==> src/rtl/dma_2d_read_master_v2_if.sv <==
// dma_2d_read_master_v2_if: AXI4 read-address and read-data channels of the 2D read DMA.
interface dma_2d_read_master_v2_if #(
    parameter int C_M_AXI_ADDR_WIDTH = 32,
    parameter int C_M_AXI_DATA_WIDTH = 32
);
    logic [0:0]                    M_AXI_ARID;
    logic [C_M_AXI_ADDR_WIDTH-1:0] M_AXI_ARADDR;
    logic [7:0]                    M_AXI_ARLEN;
    logic [2:0]                    M_AXI_ARSIZE;
    logic [1:0]                    M_AXI_ARBURST;
    logic                          M_AXI_ARVALID;
    logic                          M_AXI_ARREADY;
    logic [C_M_AXI_DATA_WIDTH-1:0] M_AXI_RDATA;
    logic [1:0]                    M_AXI_RRESP;
    logic                          M_AXI_RLAST;
    logic                          M_AXI_RVALID;
    logic                          M_AXI_RREADY;

    modport master (
        output M_AXI_ARID, M_AXI_ARADDR, M_AXI_ARLEN, M_AXI_ARSIZE, M_AXI_ARBURST, M_AXI_ARVALID, M_AXI_RREADY,
        input  M_AXI_ARREADY, M_AXI_RDATA, M_AXI_RRESP, M_AXI_RLAST, M_AXI_RVALID
    );

    modport slave (
        input  M_AXI_ARID, M_AXI_ARADDR, M_AXI_ARLEN, M_AXI_ARSIZE, M_AXI_ARBURST, M_AXI_ARVALID, M_AXI_RREADY,
        output M_AXI_ARREADY, M_AXI_RDATA, M_AXI_RRESP, M_AXI_RLAST, M_AXI_RVALID
    );
endinterface

==> src/rtl/dma_2d_read_master_v2.sv <==
// dma_2d_read_master_v2: 2D strided AXI4 read DMA feeding a FIFO, bursts issued only when FIFO credit allows.
// Define DMA2D_ERR_ABORT_EN to flag RRESP errors on sticky o_err and stop after the failing burst.
module dma_2d_read_master_v2 #(
    parameter int C_M_AXI_ADDR_WIDTH = 32,
    parameter int C_M_AXI_DATA_WIDTH = 32,
    parameter int C_M_AXI_BURST_LEN  = 256,
    parameter int C_FIFO_CNT_WIDTH   = 10
) (
    input  logic                          M_AXI_ACLK,
    input  logic                          M_AXI_ARESETN,
    input  logic                          i_start,
    input  logic [C_M_AXI_ADDR_WIDTH-1:0] i_src_addr,
    input  logic [31:0]                   i_img_width,
    input  logic [31:0]                   i_img_height,
    input  logic [31:0]                   i_img_stride,
    input  logic [C_FIFO_CNT_WIDTH-1:0]   i_fifo_free,
    output logic                          o_fifo_push,
    output logic [C_M_AXI_DATA_WIDTH-1:0] o_r_data,
    output logic                          o_busy,
    output logic                          o_read_done,
    output logic                          o_err,
    dma_2d_read_master_v2_if.master       m_axi
);
    localparam int BYTES = C_M_AXI_DATA_WIDTH / 8;
    localparam int LB    = $clog2(BYTES);
    localparam int AW    = C_M_AXI_ADDR_WIDTH;

    typedef enum logic [2:0] {S_IDLE, S_CALC, S_AR, S_R, S_NEXT, S_DONE} state_t;

    state_t          r_state, w_state_next;
    logic [AW-1:0]   r_base, r_araddr, w_addr;
    logic [31:0]     r_off, r_row_beats, r_rows, r_stride;
    logic [31:0]     w_left, w_min, w_4k, w_len, w_next_off;
    logic [12:0]     w_to4k;
    logic [8:0]      r_len;
    logic [7:0]      r_arlen;
    logic            r_done, w_row_end, w_empty, w_abort, w_beat, w_unused;

    // r_off is the byte offset inside the current row; beats are counted as r_off >> LB
    assign w_addr     = r_base + AW'(r_off);
    assign w_left     = r_row_beats - (r_off >> LB);
    assign w_to4k     = 13'h1000 - {1'b0, w_addr[11:0]};
    assign w_4k       = 32'(w_to4k >> LB);
    assign w_min      = (32'(C_M_AXI_BURST_LEN) < w_left) ? 32'(C_M_AXI_BURST_LEN) : w_left;
    assign w_len      = (w_4k < w_min) ? w_4k : w_min;
    assign w_next_off = r_off + (32'(r_len) << LB);
    assign w_row_end  = (w_next_off >> LB) >= r_row_beats;
    assign w_empty    = (i_img_width >> LB) == 32'd0 || i_img_height == 32'd0;
    assign w_beat     = r_state == S_R && m_axi.M_AXI_RVALID;

    assign m_axi.M_AXI_ARID    = 1'b0;
    assign m_axi.M_AXI_ARBURST = 2'b01;
    assign m_axi.M_AXI_ARSIZE  = 3'(LB);
    assign m_axi.M_AXI_ARADDR  = r_araddr;
    assign m_axi.M_AXI_ARLEN   = r_arlen;
    assign o_r_data            = m_axi.M_AXI_RDATA;
    assign o_read_done         = r_done;

    always_ff @(posedge M_AXI_ACLK or negedge M_AXI_ARESETN) begin
        if (!M_AXI_ARESETN) r_state <= S_IDLE;
        else                r_state <= w_state_next;
    end

    always_comb begin
        w_state_next = (r_state == S_IDLE) ? (i_start ? (w_empty ? S_DONE : S_CALC) : S_IDLE) :
                       (r_state == S_CALC) ? ((32'(i_fifo_free) >= w_len) ? S_AR : S_CALC) :
                       (r_state == S_AR)   ? (m_axi.M_AXI_ARREADY ? S_R : S_AR) :
                       (r_state == S_R)    ? ((m_axi.M_AXI_RVALID && m_axi.M_AXI_RLAST) ? S_NEXT : S_R) :
                       (r_state == S_NEXT) ? ((w_abort || (w_row_end && r_rows == 32'd1)) ? S_DONE : S_CALC) :
                       S_IDLE;
    end

    always_comb begin
        m_axi.M_AXI_ARVALID = r_state == S_AR;
        m_axi.M_AXI_RREADY  = r_state == S_R;
        o_fifo_push         = w_beat;
        o_busy              = r_state != S_IDLE;
    end

    always_ff @(posedge M_AXI_ACLK or negedge M_AXI_ARESETN) begin
        if (!M_AXI_ARESETN) begin
            r_base      <= '0;
            r_araddr    <= '0;
            r_off       <= '0;
            r_row_beats <= '0;
            r_rows      <= '0;
            r_stride    <= '0;
            r_len       <= '0;
            r_arlen     <= '0;
            r_done      <= 1'b0;
        end else begin
            r_done <= r_state == S_DONE;
            if (r_state == S_IDLE && i_start) begin
                r_base      <= i_src_addr & ~AW'(BYTES - 1);
                r_off       <= '0;
                r_row_beats <= i_img_width >> LB;
                r_rows      <= i_img_height;
                r_stride    <= i_img_stride & ~32'(BYTES - 1);
            end
            // burst parameters are frozen here so ARADDR/ARLEN hold through any AR stall
            if (r_state == S_CALC && w_state_next == S_AR) begin
                r_len    <= 9'(w_len);
                r_araddr <= w_addr;
                r_arlen  <= 8'(w_len - 32'd1);
            end
            if (r_state == S_NEXT) begin
                r_off <= w_row_end ? '0 : w_next_off;
                if (w_row_end) begin
                    r_base <= r_base + AW'(r_stride);
                    r_rows <= r_rows - 32'd1;
                end
            end
        end
    end

`ifdef DMA2D_ERR_ABORT_EN
    logic r_err;

    always_ff @(posedge M_AXI_ACLK or negedge M_AXI_ARESETN) begin
        if (!M_AXI_ARESETN)                 r_err <= 1'b0;
        else if (r_state == S_IDLE && i_start) r_err <= 1'b0;
        else if (w_beat && m_axi.M_AXI_RRESP[1]) r_err <= 1'b1;
    end

    assign o_err    = r_err;
    assign w_abort  = r_err;
    assign w_unused = m_axi.M_AXI_RRESP[0];
`else
    assign o_err    = 1'b0;
    assign w_abort  = 1'b0;
    assign w_unused = ^m_axi.M_AXI_RRESP;
`endif
endmodule

==> src/flat_wrapper.sv <==
// flat-port wrapper written by rule: the top's interface ports become plain ports
module dma_2d_read_master_v2_flat 
#(
    parameter int C_M_AXI_ADDR_WIDTH = 32,
    parameter int C_M_AXI_DATA_WIDTH = 32,
    parameter int C_M_AXI_BURST_LEN  = 256,
    parameter int C_FIFO_CNT_WIDTH   = 10
)
  (M_AXI_ACLK, M_AXI_ARESETN, i_start, i_src_addr, i_img_width, i_img_height, i_img_stride, i_fifo_free, o_fifo_push, o_r_data, o_busy, o_read_done, o_err, m_axi_M_AXI_ARID, m_axi_M_AXI_ARADDR, m_axi_M_AXI_ARLEN, m_axi_M_AXI_ARSIZE, m_axi_M_AXI_ARBURST, m_axi_M_AXI_ARVALID, m_axi_M_AXI_RREADY, m_axi_M_AXI_ARREADY, m_axi_M_AXI_RDATA, m_axi_M_AXI_RRESP, m_axi_M_AXI_RLAST, m_axi_M_AXI_RVALID);
  dma_2d_read_master_v2_if #(.C_M_AXI_ADDR_WIDTH(C_M_AXI_ADDR_WIDTH), .C_M_AXI_DATA_WIDTH(C_M_AXI_DATA_WIDTH)) m_axi_i ();
  input  logic M_AXI_ACLK;
  input  logic M_AXI_ARESETN;
  input  logic i_start;
  input  logic [C_M_AXI_ADDR_WIDTH-1:0] i_src_addr;
  input  logic [31:0] i_img_width;
  input  logic [31:0] i_img_height;
  input  logic [31:0] i_img_stride;
  input  logic [C_FIFO_CNT_WIDTH-1:0] i_fifo_free;
  output logic o_fifo_push;
  output logic [C_M_AXI_DATA_WIDTH-1:0] o_r_data;
  output logic o_busy;
  output logic o_read_done;
  output logic o_err;
  output wire logic [$bits(m_axi_i.M_AXI_ARID)-1:0] m_axi_M_AXI_ARID;
  output wire logic [$bits(m_axi_i.M_AXI_ARADDR)-1:0] m_axi_M_AXI_ARADDR;
  output wire logic [$bits(m_axi_i.M_AXI_ARLEN)-1:0] m_axi_M_AXI_ARLEN;
  output wire logic [$bits(m_axi_i.M_AXI_ARSIZE)-1:0] m_axi_M_AXI_ARSIZE;
  output wire logic [$bits(m_axi_i.M_AXI_ARBURST)-1:0] m_axi_M_AXI_ARBURST;
  output wire logic [$bits(m_axi_i.M_AXI_ARVALID)-1:0] m_axi_M_AXI_ARVALID;
  output wire logic [$bits(m_axi_i.M_AXI_RREADY)-1:0] m_axi_M_AXI_RREADY;
  input wire logic [$bits(m_axi_i.M_AXI_ARREADY)-1:0] m_axi_M_AXI_ARREADY;
  input wire logic [$bits(m_axi_i.M_AXI_RDATA)-1:0] m_axi_M_AXI_RDATA;
  input wire logic [$bits(m_axi_i.M_AXI_RRESP)-1:0] m_axi_M_AXI_RRESP;
  input wire logic [$bits(m_axi_i.M_AXI_RLAST)-1:0] m_axi_M_AXI_RLAST;
  input wire logic [$bits(m_axi_i.M_AXI_RVALID)-1:0] m_axi_M_AXI_RVALID;
  assign m_axi_M_AXI_ARID = m_axi_i.M_AXI_ARID;
  assign m_axi_M_AXI_ARADDR = m_axi_i.M_AXI_ARADDR;
  assign m_axi_M_AXI_ARLEN = m_axi_i.M_AXI_ARLEN;
  assign m_axi_M_AXI_ARSIZE = m_axi_i.M_AXI_ARSIZE;
  assign m_axi_M_AXI_ARBURST = m_axi_i.M_AXI_ARBURST;
  assign m_axi_M_AXI_ARVALID = m_axi_i.M_AXI_ARVALID;
  assign m_axi_M_AXI_RREADY = m_axi_i.M_AXI_RREADY;
  assign m_axi_i.M_AXI_ARREADY = m_axi_M_AXI_ARREADY;
  assign m_axi_i.M_AXI_RDATA = m_axi_M_AXI_RDATA;
  assign m_axi_i.M_AXI_RRESP = m_axi_M_AXI_RRESP;
  assign m_axi_i.M_AXI_RLAST = m_axi_M_AXI_RLAST;
  assign m_axi_i.M_AXI_RVALID = m_axi_M_AXI_RVALID;
  dma_2d_read_master_v2 #(.C_M_AXI_ADDR_WIDTH(C_M_AXI_ADDR_WIDTH), .C_M_AXI_DATA_WIDTH(C_M_AXI_DATA_WIDTH), .C_M_AXI_BURST_LEN(C_M_AXI_BURST_LEN), .C_FIFO_CNT_WIDTH(C_FIFO_CNT_WIDTH)) u_core (.M_AXI_ACLK(M_AXI_ACLK), .M_AXI_ARESETN(M_AXI_ARESETN), .i_start(i_start), .i_src_addr(i_src_addr), .i_img_width(i_img_width), .i_img_height(i_img_height), .i_img_stride(i_img_stride), .i_fifo_free(i_fifo_free), .o_fifo_push(o_fifo_push), .o_r_data(o_r_data), .o_busy(o_busy), .o_read_done(o_read_done), .o_err(o_err), .m_axi(m_axi_i));
endmodule
==> config.mk <==
export PLATFORM = sky130hd
export DESIGN_NAME = dma_2d_read_master_v2_flat
export DESIGN_NICKNAME = d
export VERILOG_FILES = /design/src/rtl/dma_2d_read_master_v2_if.sv /design/src/rtl/dma_2d_read_master_v2.sv /design/src/flat_wrapper.sv
export SDC_FILE = /design/constraint.sdc
export NUM_CORES = 1
export LEC_CHECK = 0
export CAP_MARGIN = 40
export CORE_ASPECT_RATIO = 0.5
export CORE_MARGIN = 3
export CORE_UTILIZATION = 40
export CTS_CLUSTER_DIAMETER = 40
export DETAILED_ROUTE_END_ITERATION = 8
export MAX_ROUTING_LAYER = met4
export PLACE_DENSITY = 0.73
export SKIP_CTS_REPAIR_TIMING = 1
export SKIP_LAST_GASP = 1
export SLEW_MARGIN = 20
export SYNTH_ARGS = -nofsm -noshare
export SYNTH_HDL_FRONTEND = slang
export SYNTH_SLANG_ARGS = --single-unit
==> constraint.sdc <==
create_clock -name M_AXI_ACLK -period 16.1 [get_ports M_AXI_ACLK]
set_input_delay 3.22 -clock M_AXI_ACLK [delete_from_list [all_inputs] [get_ports M_AXI_ACLK]]
set_output_delay 3.22 -clock M_AXI_ACLK [all_outputs]
set_load 0.02 [all_outputs]
==> impl_metrics.env <==
export IMPL_status="complete, no violations"
export IMPL_yosys_warnings=0
export IMPL_r2r_worst_path_cells=31
export IMPL_muxShareOfSynthArea_pct=0.792
export IMPL_synth_top_family_by_area="compound AO/OA/AOI/OAI gates"
export IMPL_detail_route_wl_per_cell_um=18.2
export IMPL_cpMaxStageDelayCell="nor4b_4"
export IMPL_p_per_area_nw_per_um2=224
export IMPL_reg2reg_to="u_core.m_axi.M_AXI_ARLEN[0]$_DFFE_PN0P_"
export IMPL_yosysTopAreaCellShare_pct=31.8
export IMPL_setup_viol=0
export IMPL_peakVddDrop_mv=0.112
export IMPL_leakage_nw=8.81
export IMPL_coreArea_um2=39500
export IMPL_antenna_found_initial=2
export IMPL_ff2ff_setup_slack_ns=6.98
export IMPL_worst_ep_required_time_ns=16.56
export IMPL_vias_per_cell=5.64
export IMPL_critPathCaptureType="register"
export IMPL_synth_xor_area_share_pct=5.65
export IMPL_drc=0
export IMPL_yosysSeqAreaShare_pct=31.8
export IMPL_nets=2450
export IMPL_yosys_area_share_simple_pct=20.2
export IMPL_max_freq_mhz=110
export IMPL_clock_latency_ns=0.58
export IMPL_grt_max_degree=91
export IMPL_syn_mean_instance_area_um2=8.16
export IMPL_place_area_um2=18400
export IMPL_synth_ff_type="dfrtp_1"
export IMPL_ant_nets=0
export IMPL_start_util_pct=41.2
export IMPL_synthArstFlopShare_pct=100
export IMPL_syn_area_um2=16300
export IMPL_timing_final_max_slew_violations=0
export IMPL_fin_util_pct=49.4
export IMPL_grt_pass1_wl_um=77700
export IMPL_layout_commonest_cell="nand2_1"
export IMPL_slew_headroom_pct=40.1
export IMPL_drtPass1Iterations=5
export IMPL_via_count=15100
export IMPL_place_ws_ns=6.92
export IMPL_cap_viol_max_count=0
export IMPL_first_iter_violations=1230
export IMPL_worstMarginPinSlew_ns=0.898
export IMPL_crit_path_max_incr_delay_ns=0.64
export IMPL_ys_seq_elements=207
export IMPL_grt_usage_pct=22.7
export IMPL_synth_edff_count=0
export IMPL_layout_setup_ws_ns=6.98
export IMPL_cts_buffers=29
export IMPL_layout_common_cells="nand2_1 (334), dfrtp_1 (207), clkdlybuf4s50_1 (181)"
export IMPL_cts_max_level=1
export IMPL_root_buffer="clkbuf_16"
export IMPL_grt_overflow_total=0
export IMPL_layout_min_cycle_time_ns=9.12
export IMPL_synth_compound_area_share_pct=22.9
export IMPL_crit_fanout=57
export IMPL_start_kind="register"
export IMPL_numClockSinks=207
export IMPL_io_pins=262
export IMPL_min_from="u_core.m_axi.M_AXI_ARADDR[8]$_DFFE_PN0P_"
export IMPL_worst_clock_skew_ns=0.0241
export IMPL_drive_above_1_share_pct=5.60
export IMPL_clk_pin_slew_worst_paths_ns=0.06
export IMPL_hpwlAfterDp_um=37700
export IMPL_cp_common_cell="ha_1"
export IMPL_hp_class="register to register"
export IMPL_die_w_um=291
export IMPL_die_y_um=149
export IMPL_hold_path_end="u_core.m_axi.M_AXI_ARADDR[8]$_DFFE_PN0P_"
export IMPL_grt_pass1_vias=14300
export IMPL_finalHoldWorstSlack_ns=0.471
export IMPL_wirelength_um=48600
export IMPL_syn2layout_area_growth_pct=20.0
export IMPL_place_congestion=0.941
export IMPL_fp_row_count=51
export IMPL_syn_inst=1994
export IMPL_worstPathArrival_ns=9.58
export IMPL_holdPathStages=2
export IMPL_synth_top_area_cell="dfrtp_1"
export IMPL_final_area_um2=19500
export IMPL_tns_ns=0
export IMPL_rsz0062_at_grt="false"
export IMPL_finalHoldViolCount=0
export IMPL_path_class="register to register"
export IMPL_ys_types=91
export IMPL_cts_buffer_depth=3
export IMPL_die_area_um2=43300
export IMPL_cts_tree="done"
export IMPL_fin_crit_sh_pct=56.7
export IMPL_port_buffers=182
export IMPL_synthAdderAreaFrac_pct=11.8
export IMPL_synthTopCellsByArea="dfrtp_1 (32%), ha_1 (11%), nand2_1 (7.7%)"
export IMPL_r2r_start="u_core.r_off[11]$_DFFE_PN0P_"
## synth_stat cells (all sizes together), types with 32 or more instances
cell type,number
a31oi,36
nand2,335
buf,60
nor3,42
nand4,33
nor4,33
xor2,32
o21a,32
a21oi,125
xnor2,73
o21ai,123
clkbuf,54
nand3,52
dfrtp,207
ha,149
inv,134
nor2,117
a21o,55
## report_power, final
group / leakage, nW / internal, W / switching (W)
Clock: 0.513 / 0.000431 / 0.000272
Sequential: 2.58 / 0.000739 / 0.000203
Combinational: 5.72 / 0.00113 / 0.00161
## sequential cells by signal, summed over array words and instances, names as in the netlist
register	cells
u_core.m_axi.M_AXI_ARADDR	32
u_core.m_axi.M_AXI_ARLEN	8
u_core.o_read_done	1
u_core.r_base	32
u_core.r_len	9
u_core.r_off	30
u_core.r_row_beats	30
u_core.r_rows	32
u_core.r_state	3
u_core.r_stride	30
## stage by stage
stage	cells	total power (W)
after floorplan	2001	0.00289
after global placement	2610	0.00354
after detailed placement	2616	0.00362
after CTS	2669	0.00435
after global routing	2674	0.00474
final	2674	0.00438
## critical path, delay by kind of cell (launching register included)
| family | cells | cell delay [ns] |
|---|---|---|
| muxes | 1 | 0.35 |
| and+or+nand+nor | 8 | 1.98 |
| AOI/OAI and AO/OA | 15 | 4.22 |
| DFF | 1 | 0.47 |
| adders and majority gates | 3 | 1.02 |
| buffers and inverters | 4 | 0.94 |
## cell families (layout without fill, tap and decap cells)
family | after synthesis | after routing
other cells | 2 | 11
compound gates | 556 | 556
xor+xnor | 105 | 105
mux | 12 | 12
fa+ha+maj | 152 | 152
simple gates | 712 | 712
flops | 207 | 207
buf+inv | 248 | 389
## worst max-delay path by stage
stage	end	from	slack [ns]
after global routing	u_core.m_axi.M_AXI_ARLEN[0]$_DFFE_PN0P_	u_core.r_row_beats[0]$_DFFE_PN0P_	6.35
after floorplan	u_core.m_axi.M_AXI_ARLEN[6]$_DFFE_PN0P_	u_core.r_row_beats[0]$_DFFE_PN0P_	8.91
final	u_core.m_axi.M_AXI_ARLEN[0]$_DFFE_PN0P_	u_core.r_off[11]$_DFFE_PN0P_	6.98
after detailed placement	u_core.m_axi.M_AXI_ARLEN[0]$_DFFE_PN0P_	u_core.r_off[15]$_DFFE_PN0P_	6.92
after CTS	u_core.m_axi.M_AXI_ARLEN[0]$_DFFE_PN0P_	u_core.r_off[15]$_DFFE_PN0P_	6.88
after global placement	u_core.m_axi.M_AXI_ARLEN[0]$_DFFE_PN0P_	u_core.r_off[11]$_DFFE_PN0P_	6.78
## final cells by class
class	count	area, um2
fillers	3678	20000
diodes	2	5.00
inverters	134	503
repair buffers	202	2060
clock inverters	20	282
multi-input cells	1546	10100
well taps	530	663
flip-flops and latches	207	5180
clock buffers	33	771
## routing by layer
metal	track usage (%)	share of wire, %	vias to the layer above
li1	-	-	7346
met5	-	0	-
met1	31.0	46	7251
met2	34.8	45	396
met4	7.33	3.0	0
met3	3.13	5.1	89
Power figures use the tool's default switching activity.
